--- src/rtl/vga_timing_pkg.sv ---
// Purpose: shared 640x480@60 raster constants, counter widths and window helpers.
// Latency: n/a (package, no logic).
// Backpressure: n/a.
package vga_timing_pkg;

  localparam int COUNT_W = 10;
  // Enough bits for the largest legal divider (16 clocks per pixel).
  localparam int DIV_W   = 4;

  localparam int H_ACTIVE_640 = 640;
  localparam int H_FP_640     = 16;
  localparam int H_SYNC_640   = 96;
  localparam int H_BP_640     = 48;
  localparam int V_ACTIVE_480 = 480;
  localparam int V_FP_480     = 10;
  localparam int V_SYNC_480   = 2;
  localparam int V_BP_480     = 33;

  localparam int H_TOTAL_640 = H_ACTIVE_640 + H_FP_640 + H_SYNC_640 + H_BP_640;
  localparam int V_TOTAL_480 = V_ACTIVE_480 + V_FP_480 + V_SYNC_480 + V_BP_480;

  // Sync windows are half-open: start inclusive, end exclusive.
  localparam int HS_START_640 = H_ACTIVE_640 + H_FP_640;
  localparam int HS_END_640   = HS_START_640 + H_SYNC_640;
  localparam int VS_START_480 = V_ACTIVE_480 + V_FP_480;
  localparam int VS_END_480   = VS_START_480 + V_SYNC_480;

  // True when lo <= v < hi, all 10-bit unsigned.
  function automatic logic in_window(input logic [COUNT_W-1:0] v,
                                     input logic [COUNT_W-1:0] lo,
                                     input logic [COUNT_W-1:0] hi);
    return (v >= lo) && (v < hi);
  endfunction

endpackage

--- src/rtl/pix_ce_gen.sv ---
// Purpose: divides the system clock into a one-clk pixel enable every PIX_DIV clks.
// Latency: first pixpulse PIX_DIV clks after reset release, registered output.
// Backpressure: none; free-running source.
module pix_ce_gen
  import vga_timing_pkg::*;
#(
  parameter int PIX_DIV = 4
) (
  input  logic clk,
  input  logic rst,
  output logic pixpulse
);

  localparam logic [DIV_W-1:0] DIV_LAST = DIV_W'(PIX_DIV - 1);

  logic [DIV_W-1:0] div;

  // Phase counter wraps at PIX_DIV-1; the pulse is the registered terminal-count decode.
  always_ff @(posedge clk or posedge rst) begin
    if (rst) begin
      div      <= '0;
      pixpulse <= 1'b0;
    end else begin
      pixpulse <= (div == DIV_LAST);
      div      <= (div == DIV_LAST) ? '0 : div + DIV_W'(1);
    end
  end

endmodule

--- src/rtl/vga_timing_gen.sv ---
// Purpose: raster-scan timing source (counts, syncs, video_on, frame_end); VGA_SYNC_DELAY_EN adds a sync/video delay line.
// Latency: syncs/video_on zero skew to counts (or SYNC_DLY pixels late with VGA_SYNC_DELAY_EN).
// Backpressure: none; sinks must keep up with the pixel rate.
module vga_timing_gen
  import vga_timing_pkg::*;
#(
  parameter int PIX_DIV  = 4,
  parameter int H_ACTIVE = H_ACTIVE_640,
  parameter int H_FP     = H_FP_640,
  parameter int H_SYNC   = H_SYNC_640,
  parameter int H_BP     = H_BP_640,
  parameter int V_ACTIVE = V_ACTIVE_480,
  parameter int V_FP     = V_FP_480,
  parameter int V_SYNC   = V_SYNC_480,
  parameter int V_BP     = V_BP_480,
  parameter bit SYNC_POL = 1'b0,
  parameter int SYNC_DLY = 1
) (
  input  logic               clk,
  input  logic               rst,
  output logic               pixpulse,
  output logic [COUNT_W-1:0] hcount,
  output logic [COUNT_W-1:0] vcount,
  output logic               hsync,
  output logic               vsync,
  output logic               video_on,
  output logic               frame_end
);

  localparam logic [COUNT_W-1:0] H_MAX = COUNT_W'(H_ACTIVE + H_FP + H_SYNC + H_BP - 1);
  localparam logic [COUNT_W-1:0] V_MAX = COUNT_W'(V_ACTIVE + V_FP + V_SYNC + V_BP - 1);
  localparam logic [COUNT_W-1:0] H_VIS = COUNT_W'(H_ACTIVE);
  localparam logic [COUNT_W-1:0] V_VIS = COUNT_W'(V_ACTIVE);
  localparam logic [COUNT_W-1:0] HS_LO = COUNT_W'(H_ACTIVE + H_FP);
  localparam logic [COUNT_W-1:0] HS_HI = COUNT_W'(H_ACTIVE + H_FP + H_SYNC);
  localparam logic [COUNT_W-1:0] VS_LO = COUNT_W'(V_ACTIVE + V_FP);
  localparam logic [COUNT_W-1:0] VS_HI = COUNT_W'(V_ACTIVE + V_FP + V_SYNC);
  localparam logic               SYNC_IDLE = ~SYNC_POL;

  logic               h_wrap;
  logic               v_wrap;
  logic [COUNT_W-1:0] h_next;
  logic [COUNT_W-1:0] v_next;
  logic               hs_raw;
  logic               vs_raw;
  logic               vid_raw;

  pix_ce_gen #(
    .PIX_DIV (PIX_DIV)
  ) u_pix_ce (
    .clk      (clk),
    .rst      (rst),
    .pixpulse (pixpulse)
  );

  // Next raster position; equality compares so counts can never run past the totals.
  always_comb begin
    h_wrap = (hcount == H_MAX);
    v_wrap = (vcount == V_MAX);
    h_next = h_wrap ? '0 : hcount + COUNT_W'(1);
    v_next = vcount;
    if (h_wrap) begin
      v_next = v_wrap ? '0 : vcount + COUNT_W'(1);
    end
  end

  // Counters and decodes share one register stage, so syncs have zero skew to the counts.
  always_ff @(posedge clk or posedge rst) begin
    if (rst) begin
      hcount    <= '0;
      vcount    <= '0;
      hs_raw    <= SYNC_IDLE;
      vs_raw    <= SYNC_IDLE;
      vid_raw   <= 1'b1;
      frame_end <= 1'b0;
    end else begin
      frame_end <= pixpulse && h_wrap && v_wrap;
      if (pixpulse) begin
        hcount  <= h_next;
        vcount  <= v_next;
        hs_raw  <= in_window(h_next, HS_LO, HS_HI) ? SYNC_POL : SYNC_IDLE;
        vs_raw  <= in_window(v_next, VS_LO, VS_HI) ? SYNC_POL : SYNC_IDLE;
        vid_raw <= (h_next < H_VIS) && (v_next < V_VIS);
      end
    end
  end

`ifdef VGA_SYNC_DELAY_EN
  logic [SYNC_DLY-1:0] hs_sr;
  logic [SYNC_DLY-1:0] vs_sr;
  logic [SYNC_DLY-1:0] vid_sr;

  // Pixel-rate delay line matching the registered glyph/ROM lookup in the renderers.
  always_ff @(posedge clk or posedge rst) begin
    if (rst) begin
      hs_sr  <= {SYNC_DLY{SYNC_IDLE}};
      vs_sr  <= {SYNC_DLY{SYNC_IDLE}};
      vid_sr <= '0;
    end else if (pixpulse) begin
      hs_sr[0]  <= hs_raw;
      vs_sr[0]  <= vs_raw;
      vid_sr[0] <= vid_raw;
      for (int i = 1; i < SYNC_DLY; i++) begin
        hs_sr[i]  <= hs_sr[i-1];
        vs_sr[i]  <= vs_sr[i-1];
        vid_sr[i] <= vid_sr[i-1];
      end
    end
  end

  assign hsync    = hs_sr[SYNC_DLY-1];
  assign vsync    = vs_sr[SYNC_DLY-1];
  assign video_on = vid_sr[SYNC_DLY-1];
`else
  // Delay depth only matters when the delay line is built.
  wire unused_sync_dly = (SYNC_DLY != 0);

  assign hsync    = hs_raw;
  assign vsync    = vs_raw;
  assign video_on = vid_raw;
`endif

endmodule

--- config.mk ---
export PLATFORM = sky130hd
export DESIGN_NAME = vga_timing_gen
export DESIGN_NICKNAME = d
export VERILOG_FILES = /design/src/rtl/vga_timing_pkg.sv /design/src/rtl/pix_ce_gen.sv /design/src/rtl/vga_timing_gen.sv
export SDC_FILE = /design/constraint.sdc
export NUM_CORES = 1
export LEC_CHECK = 0
export ABC_CLOCK_PERIOD_IN_PS = 3100
export CAP_MARGIN = 10
export CELL_PAD_IN_SITES_DETAIL_PLACEMENT = 0
export CELL_PAD_IN_SITES_GLOBAL_PLACEMENT = 1
export CORE_MARGIN = 2
export CORE_UTILIZATION = 43
export DETAILED_ROUTE_END_ITERATION = 16
export GPL_TIMING_DRIVEN = 0
export PLACE_DENSITY = 0.86
export SYNTH_ARGS = -nofsm -noshare
export SYNTH_HDL_FRONTEND = slang
export SYNTH_SLANG_ARGS = --single-unit
--- constraint.sdc ---
create_clock -name clk -period 3.1 [get_ports clk]
set_input_delay 0.31 -clock clk [delete_from_list [all_inputs] [get_ports clk]]
set_output_delay 0.31 -clock clk [all_outputs]
set_load 0.05 [all_outputs]
==> metrics.log, run 1 <==
[metrics] total number of vias: 1558
[metrics] final cell count without fillers: 280
[metrics] detailed-route wire length per cell: between 10 and 15 um
[metrics] initial antenna violation count: 0
[metrics] clock-pin slew reported for the worst setup and hold paths after clock tree synthesis: roughly 0.060 ns
[metrics] most common library cells after synthesis: sky130_fd_sc_hd__dfrtp_1, sky130_fd_sc_hd__nand2_1, sky130_fd_sc_hd__o21ai_0
[metrics] number of synthesized register bits: 29
[metrics] critical path buffer and inverter count: 1
[metrics] outcome: finished, final reports clean
[metrics] GRT overflow: 0
[metrics] antenna-violating nets left: 0
[metrics] maximum net fanout on the critical path: 8
[metrics] Hold Worst Slack: about 0.29 ns
[metrics] Max-cap violations: 0
[metrics] CTS Buf Count: 5
[metrics] number of global-route vias before repair: 1447
[metrics] setup repair after global routing missed its margin: no
[metrics] required time of the critical path: 3.28 ns
[metrics] crit end category: flip-flop
[metrics] total wirelength of the detailed-routed design: between 4 and 5 mm
[metrics] post-route worst setup slack: 0.860 ns
[metrics] startpoint class of the critical path: flip-flop
[metrics] Net count, final: 238
[metrics] worst slack after detailed placement: 0.860 ns
[metrics] post-synth net total: 204
[metrics] I/O pin count: 27
[metrics] final hold violation count: 0
[metrics] global placement routability congestion: 0.837
[metrics] top post-synthesis cells by area: sky130_fd_sc_hd__dfrtp_1, sky130_fd_sc_hd__o21ai_0, sky130_fd_sc_hd__xnor2_1
[metrics] CP max stage cell: sky130_fd_sc_hd__or4_1
[metrics] biggest cell delay along the critical path: roughly 0.49 ns
[metrics] max-slew violations: 0
[metrics] maximum count of clock buffers along a single path: 2
[metrics] data arrival time of the worst path: around 2.4 ns
[metrics] HPWL after detailed placement: around 2.9 mm
[metrics] Lkg Pwr: 0.830 nW
[metrics] VDD IR-drop max: 0.261 mV
[metrics] Gate Count Post-Synth: between 150 and 200
[metrics] Cell Area, Synth: 1720 um^2
[metrics] count of distinct cell types in the synthesized netlist: 42
[metrics] dominant cell type by area after synthesis: sky130_fd_sc_hd__dfrtp_1
[metrics] vias per cell: ~5.6
[metrics] floorplan die area: 4520 um^2
[metrics] post-synth top area share: a little under two fifths
[metrics] number of hold buffers added after cts: 0
[metrics] highest achievable clock rate: 446 MHz
[metrics] count of unresolved DRC violations after routing: 0
[metrics] First-pass DRT Iterations: 4
[metrics] die width: 67.3 um
[metrics] number of cells on the worst reg-to-reg path: 7
[metrics] maximum number of pins on one net before global-route repair: 30
[metrics] post-cts repair resize count: 0
[metrics] cell class contributing the biggest share of worst-path delay: simple AND/OR/NAND/NOR gates
[metrics] Worst Max-Slew Pin Slew: approximately 0.50 ns
[metrics] max_slew headroom: 66.5%
[metrics] # placed instances: ~270
[metrics] share of post-route cells with drive strength above 1: 9.91%
[metrics] final critical-path required period: 2.24 ns
[metrics] final critical-path share of the clock period: 72.3%
[metrics] flop2flop setup slack: 0.86 ns
[metrics] Final Cell Area: between 2000 and 2500 um^2
[metrics] GRT Resource Usage Total: 20.4%
[metrics] clk_lat worst skew: about 0.28 ns
[metrics] Sinks on Clock Net: 29
[metrics] Starting Density: 46.0%
[metrics] mean post-synth cell area: between 8 and 9 um^2
[metrics] Antenna Cells: 0
[metrics] Yosys Warn Count: 0
[metrics] aggregate negative setup slack: 0 ns
[metrics] number of endpoints failing setup at the final stage: 0
[metrics] CTS HTree Levels: 2
[metrics] Fin Clk Skew: 0.00743 ns
[metrics] number of buffers inserted by port buffering: 26
[metrics] Post-synth EDFFs: 0
[metrics] Post CTS Setup Buffer Count: 0
[metrics] CTS Root Cell: sky130_fd_sc_hd__clkbuf_8
[metrics] detailed router's first-iteration violation count: 86
[metrics] layout-stage area growth over the synthesis result: 25.0%
[metrics] global-route wire length before repair: 6.82 mm
[metrics] Primary FF master, synth: sky130_fd_sc_hd__dfrtp_1
[metrics] height of the chip: 67.3 um
[metrics] area of placed instances: 2040 um^2
[metrics] dominant cell by count in the synthesized netlist: sky130_fd_sc_hd__dfrtp_1
[metrics] Placement Rows: 22
[metrics] area of the core region: approximately 3700 um^2
[metrics] Critical R2R Capture: video_on
[metrics] CP Class: reg -> reg
[metrics] number of fillers in the final layout: 361
[metrics] worst min-delay path class: in -> async
[metrics] portion of the post-synthesis area used by sequential elements: 42.4%
[metrics] critical register-to-register path startpoint: hcount[0]
[metrics] CTS tree: yes
[metrics] chain of cells forming the critical path: ha_1, nand4_4, or4_1, buf_2, or3_1, nand4_1, o32ai_1
[metrics] Pwr Density: 322 nW/um^2
[metrics] share of synthesized flip-flops with an asynchronous set or reset: 100%
sequential cells by signal, summed over array words and instances (netlist names):
register	count
hcount	10
vcount	10
u_pix_ce.div	4
frame_end	1
hsync	1
u_pix_ce.pixpulse	1
video_on	1
vsync	1
worst max path at each step:
stage               startpoint       end  depth (start not counted)
global route         hcount[0]  video_on                          8
CTS                  hcount[0]  video_on                          8
floorplan            hcount[0]  video_on                          7
detailed placement   hcount[0]  video_on                          8
global placement     hcount[0]  video_on                          7
finish               hcount[0]  video_on                          7
cells in the final DEF (no fill, tap or decap), types with 2 or more instances in the layout:
master	count
sky130_fd_sc_hd__nand2_1	23
sky130_fd_sc_hd__nor4_1	4
sky130_fd_sc_hd__clkbuf_1	6
sky130_fd_sc_hd__or3_1	2
sky130_fd_sc_hd__clkbuf_8	5
sky130_fd_sc_hd__o21ai_0	19
sky130_fd_sc_hd__xnor2_1	10
sky130_fd_sc_hd__and3_1	3
sky130_fd_sc_hd__or4_1	2
sky130_fd_sc_hd__buf_2	5
sky130_fd_sc_hd__nand4b_1	2
sky130_fd_sc_hd__a21oi_1	7
sky130_fd_sc_hd__nand3_1	16
sky130_fd_sc_hd__dfrtp_1	26
sky130_fd_sc_hd__o22ai_1	2
sky130_fd_sc_hd__nor2_1	14
sky130_fd_sc_hd__nand4_1	5
sky130_fd_sc_hd__nor3_1	2
sky130_fd_sc_hd__mux2_2	3
sky130_fd_sc_hd__ha_1	5
sky130_fd_sc_hd__inv_1	9
sky130_fd_sc_hd__o31ai_1	5
sky130_fd_sc_hd__clkinv_2	2
sky130_fd_sc_hd__and2_0	3
sky130_fd_sc_hd__clkdlybuf4s50_1	26
sky130_fd_sc_hd__a31oi_1	3
sky130_fd_sc_hd__dfstp_2	3
sky130_fd_sc_hd__nand3b_1	2
area by class of cell:
type	count	area (um^2)	area share (%)
multi-input combinational	148	906	42.1
buffer	11	51.3	2.39
tap	48	60.1	2.79
inverter	9	33.8	1.57
timing repair buffer	27	288	13.4
clock inverter	2	10.0	0.465
sequential	29	729	33.9
clock buffer	6	72.6	3.37
where the power goes:
group | switching [mW] | leakage, nW | internal [mW]
Combinational | 0.00812 | 0.405 | 0.00469
Clock | 0.145 | 0.0450 | 0.155
Sequential | 0 | 0.380 | 0.379
per-stage QoR:
step | utilization (%) | total power [mW]
2_1_floorplan | - | 0.391
3_3_place_gp | 54.5 | 0.394
3_5_place_dp | 54.5 | 0.395
4_1_cts | 56.7 | 0.703
5_1_grt | 57.5 | 0.723
6_report | 57.5 | 0.692
layer usage:
metal  vias up  share of wire (%)  global-route usage (%)
met5         -                  0                       0
met4         0                1.2                    6.12
met3         6                3.3                    5.33
met2        26                 49                    32.3
met1       759                 47                    27.3
li1        767                  -                       -
cells by family after synthesis:
kind of cell	count (synthesis)	share of synthesized area, %
fa+ha+maj	5	3.64
mux	3	1.96
simple gates	86	26.6
flops	29	42.4
buf+inv	20	4.95
compound gates	43	14.8
xor+xnor	11	5.60
No activity file was read; power rests on OpenSTA's default activity.
==> inputs of run 2 (changes only) <==
- ABC_CLOCK_PERIOD_IN_PS: 3100 -> 2200
- CORE_UTILIZATION: 43 -> 40
- PLACE_DENSITY: 0.86 -> 0.81
- clock period: 3.1 -> 2.2 ns (I/O delays scaled with it)
==> run 2 against run 1 <==
Effect of this change:
- first-iteration DRC count up 22%
- non-clock buffer count increased by 2
- clock skew shrank 0.0030 ns
- utilization shrank 3.0 points
- register-to-register slack worse by 0.78 ns
- sequential power is 41% higher
- cell area increased by 2.7%
- routed wire length is 1.7% lower
- critical path depth unchanged
- fmax grew 5.6%
- sequential cell count is the same
- critical path type unchanged
- critical endpoint unchanged
- largest cell class unchanged
- largest power group unchanged
==> metrics.log, run 2 (synthesis results as in run 1) <==
[metrics] Critical R2R Capture: video_on
[metrics] final critical-path share of the clock period: between 90% and 100%
[metrics] aggregate negative setup slack: 0 ns
[metrics] Worst Max-Slew Pin Slew: 0.624 ns
[metrics] flop2flop setup slack: ~0.08 ns
[metrics] max_slew headroom: 58.3%
[metrics] post-route worst setup slack: 0.0781 ns
[metrics] Fin Clk Skew: approximately 0.0044 ns
[metrics] # placed instances: 273
[metrics] global placement routability congestion: 0.788
[metrics] CTS Root Cell: sky130_fd_sc_hd__clkbuf_8
[metrics] data arrival time of the worst path: between 2 and 2.5 ns
[metrics] clk_lat worst skew: 0.28 ns
[metrics] die width: 69.6 um
[metrics] I/O pin count: 27
[metrics] layout-stage area growth over the synthesis result: 28.4%
[metrics] most frequent standard cell in the layout excluding fill and tap cells: sky130_fd_sc_hd__clkdlybuf4s50_1
[metrics] CTS Buf Count: 5
[metrics] number of endpoints failing setup at the final stage: 0
[metrics] VDD IR-drop max: between 0.3 and 0.4 mV
[metrics] total power of the final layout: roughly 1.0 mW
[metrics] source of the critical timing path: hcount[0]
[metrics] critical register-to-register path startpoint: hcount[0]
[metrics] number of cells on the worst reg-to-reg path: 7
[metrics] required time of the critical path: 2.38 ns
[metrics] Starting Density: 42.4%
[metrics] worst slack after detailed placement: 0.00376 ns
[metrics] final hold violation count: 0
[metrics] CTS tree: yes
[metrics] final cell count without fillers: 284
[metrics] Max-cap violations: 0
[metrics] biggest cell delay along the critical path: 0.49 ns
[metrics] total number of vias: 1537
[metrics] crit end category: flip-flop
[metrics] GRT Resource Usage Total: between 15 and 20%
[metrics] maximum count of clock buffers along a single path: 2
[metrics] vias per cell: 5.41
[metrics] share of post-route cells with drive strength above 1: 13.2%
[metrics] Placement Rows: 23
[metrics] max-slew violations: 0
[metrics] leading cell types in the layout, fill and taps excluded: sky130_fd_sc_hd__clkdlybuf4s50_1, sky130_fd_sc_hd__nand2_1, sky130_fd_sc_hd__dfrtp_1, sky130_fd_sc_hd__o21ai_0, sky130_fd_sc_hd__nand3_1
[metrics] final critical-path required period: 2.12 ns
[metrics] outcome: finished, final reports clean
[metrics] registers with the highest flip-flop counts: hcount: 10 flops, vcount: 10 flops, u_pix_ce.div: 4 flops
[metrics] cell class contributing the biggest share of worst-path delay: simple AND/OR/NAND/NOR gates
[metrics] chain of cells forming the critical path: ha_4, nand4_4, or4_1, buf_2, or3_1, nand4_1, o32ai_2
[metrics] CP Class: reg -> reg
[metrics] First-pass DRT Iterations: 4
[metrics] Lkg Pwr: between 0.8 and 0.9 nW
[metrics] CP max stage cell: sky130_fd_sc_hd__or4_1
[metrics] height of the chip: 69.6 um
[metrics] HPWL after detailed placement: 2.78 mm
[metrics] Antenna Cells: 0
[metrics] detailed-route wire length per cell: 14.3 um
[metrics] number of global-route vias before repair: 1375
[metrics] Sinks on Clock Net: 29
[metrics] setup repair after global routing missed its margin: no
[metrics] detailed router's first-iteration violation count: 105
[metrics] total wirelength of the detailed-routed design: 4.06 mm
[metrics] highest achievable clock rate: 471 MHz
[metrics] maximum net fanout on the critical path: 8
[metrics] number of buffers inserted by port buffering: 26
[metrics] Pwr Density: 454 nW/um^2
[metrics] global-route wire length before repair: 6.64 mm
[metrics] antenna-violating nets left: 0
[metrics] maximum number of pins on one net before global-route repair: 30
[metrics] end point of the critical path: video_on
[metrics] Net count, final: 240
[metrics] critical path buffer and inverter count: 1
[metrics] cell count along the critical path: 7
[metrics] worst min-delay path class: in -> async
[metrics] area of the core region: between 4000 and 5000 um^2
[metrics] GRT overflow: 0
[metrics] CTS HTree Levels: 2
[metrics] startpoint class of the critical path: flip-flop
[metrics] initial antenna violation count: 0
[metrics] count of unresolved DRC violations after routing: 0
[metrics] clock-pin slew reported for the worst setup and hold paths after clock tree synthesis: about 0.060 ns
[metrics] floorplan die area: 4840 um^2
-- run 2: changes by cell type in the layout (fill, tap and decap cells not counted), moves of 2 or more --
cell | before | now
sky130_fd_sc_hd__buf_4 | 1 | 4
sky130_fd_sc_hd__clkinv_2 | 2 | 0
sky130_fd_sc_hd__dfrtp_1 | 26 | 23
sky130_fd_sc_hd__dfrtp_2 | 0 | 3
sky130_fd_sc_hd__nor3_1 | 2 | 0
sky130_fd_sc_hd__nor3_2 | 0 | 2
-- run 2: worst min path at each step --
stage / slack (ns) / endpoint / depth (start not counted)
floorplan: 0.30 / frame_end / 1
global placement: 0.45 / u_pix_ce.div[0] / 1
detailed placement: 0.47 / u_pix_ce.pixpulse / 1
CTS: 0.49 / vsync / 2
global route: 0.40 / hcount[3] / 2
finish: 0.32 / hcount[3] / 2
-- run 2: area by class of cell --
type,instances,area (um^2)
repair buffers,29,290
well taps,50,62.6
multi-input cells,148,945
inverters,9,33.8
flip-flops and latches,29,733
fillers,399,1850
plain buffers,11,53.8
clock buffers,8,90.1
-- run 2: what timing repair did --
action	4_1_cts	5_1_grt
resized for setup	1	7
endpoints found under the setup margin	1	7
buffers inserted	0	2
hold buffers	0	0
-- run 2: per-layer routing --
layer	GRT usage, %	share of wire (%)	vias up
met4	6.54	1.6	0
li1	-	-	774
met1	25.4	52	729
met5	0	0	-
met3	3.05	2.9	7
met2	24.6	44	27
-- run 2: per-stage QoR --
step	util (%)	area, um^2	hold WS, ns
floorplan	-	1720	0.296
global placement	50.4	2050	0.453
detailed placement	50.4	2050	0.475
CTS	52.7	2140	0.488
global route	54.4	2210	0.400
finish	54.4	2210	0.317
-- run 2: report_power, final --
part	switching (mW)	internal, mW
Combinational	0.0109	0.00408
Clock	0.199	0.255
Sequential	0	0.534
Total	0.210	0.792
==> inputs of run 3 (changes only) <==
- CORE_ASPECT_RATIO: default -> 1.5
- MAX_ROUTING_LAYER: default -> met4
==> run 3 against run 2 <==
Effect of this change:
- register-to-register slack better by 0.07 ns
- clock skew grew 0.0013 ns
- worst setup slack gained 0.067 ns
- clock power up 6.2%
- hold slack worse by 0.10 ns
- count of clock-buffer cells in the layout down 1
- fmax up 3.3%
- critical path type unchanged
- sequential power about the same
- sequential cell count unchanged
- first-iteration DRC count shrank 40%
==> metrics.log, run 3 (synthesis results as in run 1) <==
[metrics] final critical-path required period: about 2.1 ns
[metrics] # placed instances: 269
[metrics] maximum number of pins on one net before global-route repair: 30
[metrics] Fin Clk Skew: about 0.0057 ns
[metrics] Sinks on Clock Net: 29
[metrics] die width: 57.5 um
[metrics] CTS HTree Levels: 2
[metrics] clock-pin slew reported for the worst setup and hold paths after clock tree synthesis: around 0.060 ns
[metrics] global-route wire length before repair: between 6 and 7 mm
[metrics] final hold violation count: 0
[metrics] max_slew headroom: about two thirds
[metrics] biggest cell delay along the critical path: 0.49 ns
[metrics] maximum count of clock buffers along a single path: 2
[metrics] CTS Buf Count: 5
[metrics] GRT Resource Usage Total: 18.2%
[metrics] detailed router's first-iteration violation count: 63
[metrics] Lkg Pwr: between 0.8 and 0.9 nW
[metrics] I/O pin count: 27
[metrics] number of global-route vias before repair: 1433
[metrics] detailed-route wire length per cell: approximately 14 um
[metrics] number of endpoints failing setup at the final stage: 0
[metrics] CTS Root Cell: sky130_fd_sc_hd__clkbuf_8
[metrics] number of buffers inserted by port buffering: 26
[metrics] CP max stage cell: sky130_fd_sc_hd__or4_1
[metrics] end point of the critical path: video_on
[metrics] area of the core region: 4170 um^2
[metrics] global placement routability congestion: about 0.82
[metrics] HPWL after detailed placement: approximately 2.7 mm
[metrics] outcome: finished, final reports clean
[metrics] max-slew violations: 0
[metrics] data arrival time of the worst path: 2.24 ns
[metrics] Worst Max-Slew Pin Slew: 0.504 ns
[metrics] Final Cell Area: 2230 um^2
[metrics] Antenna Cells: 0
[metrics] Max-cap violations: 0
[metrics] Placement Rows: 29
[metrics] clk_lat worst skew: 0.28 ns
[metrics] final cell count without fillers: 280
[metrics] Starting Density: 41.2%
[metrics] number of hold buffers added after cts: 0
[metrics] total wirelength of the detailed-routed design: between 3 and 4 mm
[metrics] required time of the critical path: between 2 and 2.5 ns
[metrics] vias per cell: 5.49
[metrics] registers with the highest flip-flop counts: hcount: 10 flops, vcount: 10 flops, u_pix_ce.div: 4 flops
[metrics] count of unresolved DRC violations after routing: 0
[metrics] area of placed instances: 2040 um^2
[metrics] First-pass DRT Iterations: 4
[metrics] height of the chip: 84.3 um
[metrics] flop2flop setup slack: 0.15 ns
[metrics] floorplan die area: 4850 um^2
[metrics] GRT overflow: 0
[metrics] leading cell types in the layout, fill and taps excluded: sky130_fd_sc_hd__clkdlybuf4s50_1, sky130_fd_sc_hd__nand2_1, sky130_fd_sc_hd__dfrtp_1, sky130_fd_sc_hd__o21ai_0, sky130_fd_sc_hd__nand3_1
[metrics] crit end category: flip-flop
[metrics] setup repair after global routing missed its margin: no
[metrics] share of post-route cells with drive strength above 1: 14.1%
[metrics] worst slack after detailed placement: 0.0304 ns
[metrics] VDD IR-drop max: 0.488 mV
[metrics] Pwr Density: 464 nW/um^2
[metrics] Critical R2R Capture: video_on
[metrics] post-route worst setup slack: 0.146 ns
[metrics] final critical-path share of the clock period: around 93%
[metrics] CP Class: reg -> reg
[metrics] source of the critical timing path: hcount[0]
[metrics] antenna-violating nets left: 0
[metrics] total number of vias: ~1.5k
[metrics] initial antenna violation count: 0
[metrics] critical register-to-register path startpoint: hcount[0]
[metrics] most frequent standard cell in the layout excluding fill and tap cells: sky130_fd_sc_hd__clkdlybuf4s50_1
[metrics] maximum net fanout on the critical path: 7
[metrics] layout-stage area growth over the synthesis result: 29.5%
[metrics] CTS tree: yes
[metrics] Net count, final: between 200 and 250
[metrics] worst min-delay path class: in -> async
[metrics] highest achievable clock rate: 487 MHz
[metrics] aggregate negative setup slack: 0 ns
[metrics] chain of cells forming the critical path: ha_4, nand4_4, or4_1, buf_2, or3_1, nand4_1, o32ai_2
[metrics] post-route core utilization: between 50% and 60%
[metrics] startpoint class of the critical path: flip-flop
[metrics] number of cells on the worst reg-to-reg path: 7
-- run 3: cell count changes in the layout (fill, tap and decap cells not counted), sizes merged --
cell    change
buf         -1
clkinv      +1
-- run 3: critical path: cells and delay by family (launching register included) --
kind | cells | cell delay, ns
buffers and inverters | 1 | 0.18
and+or+nand+nor | 4 | 1.09
DFF | 1 | 0.42
AOI/OAI and AO/OA | 1 | 0.09
adders and majority gates | 1 | 0.17
-- run 3: how the worst min path moves through the flow --
stage	from	endpoint	slack, ns	cells past startpoint
4_1_cts	u_pix_ce.div[0]	u_pix_ce.div[0]	0.46	1
3_3_place_gp	u_pix_ce.div[0]	u_pix_ce.div[0]	0.45	1
5_1_grt	rst	u_pix_ce.div[3]	0.24	2
3_5_place_dp	u_pix_ce.div[0]	u_pix_ce.div[0]	0.45	1
6_report	rst	hcount[7]	0.21	2
2_1_floorplan	rst	frame_end	0.30	1
-- run 3: stage by stage --
| step | hold WS, ns | power (mW) |
|---|---|---|
| floorplan | 0.296 | 0.551 |
| global placement | 0.452 | 0.556 |
| detailed placement | 0.455 | 0.556 |
| CTS | 0.464 | 1.04 |
| global route | 0.244 | 1.07 |
| finish | 0.212 | 1.03 |
-- run 3: final cells by class --
cell class,instances,area [um^2]
inverters,9,33.8
well taps,46,57.6
clock buffers,7,96.3
repair buffers,29,303
fillers,407,1950
flip-flops and latches,29,733
plain buffers,11,53.8
clock inverters,1,5.00
multi-input cells,148,945
-- run 3: layer usage --
metal	routed length [um]	GRT usage [%]
met1	1730	22.7
met3	166	3.39
met2	1900	28.7
met4	72	7.61
met5	0	-
-- run 3: where the power goes --
part	internal, mW	total [mW]	switching [mW]
combinational	0.00659	0.0180	0.0114
sequential	0.534	0.534	0
clock	0.282	0.481	0.199
-- run 3: repair_timing --
action	4_1_cts	5_1_grt
resized for setup	0	7
setup endpoints to repair	0	7
buffers inserted	0	2
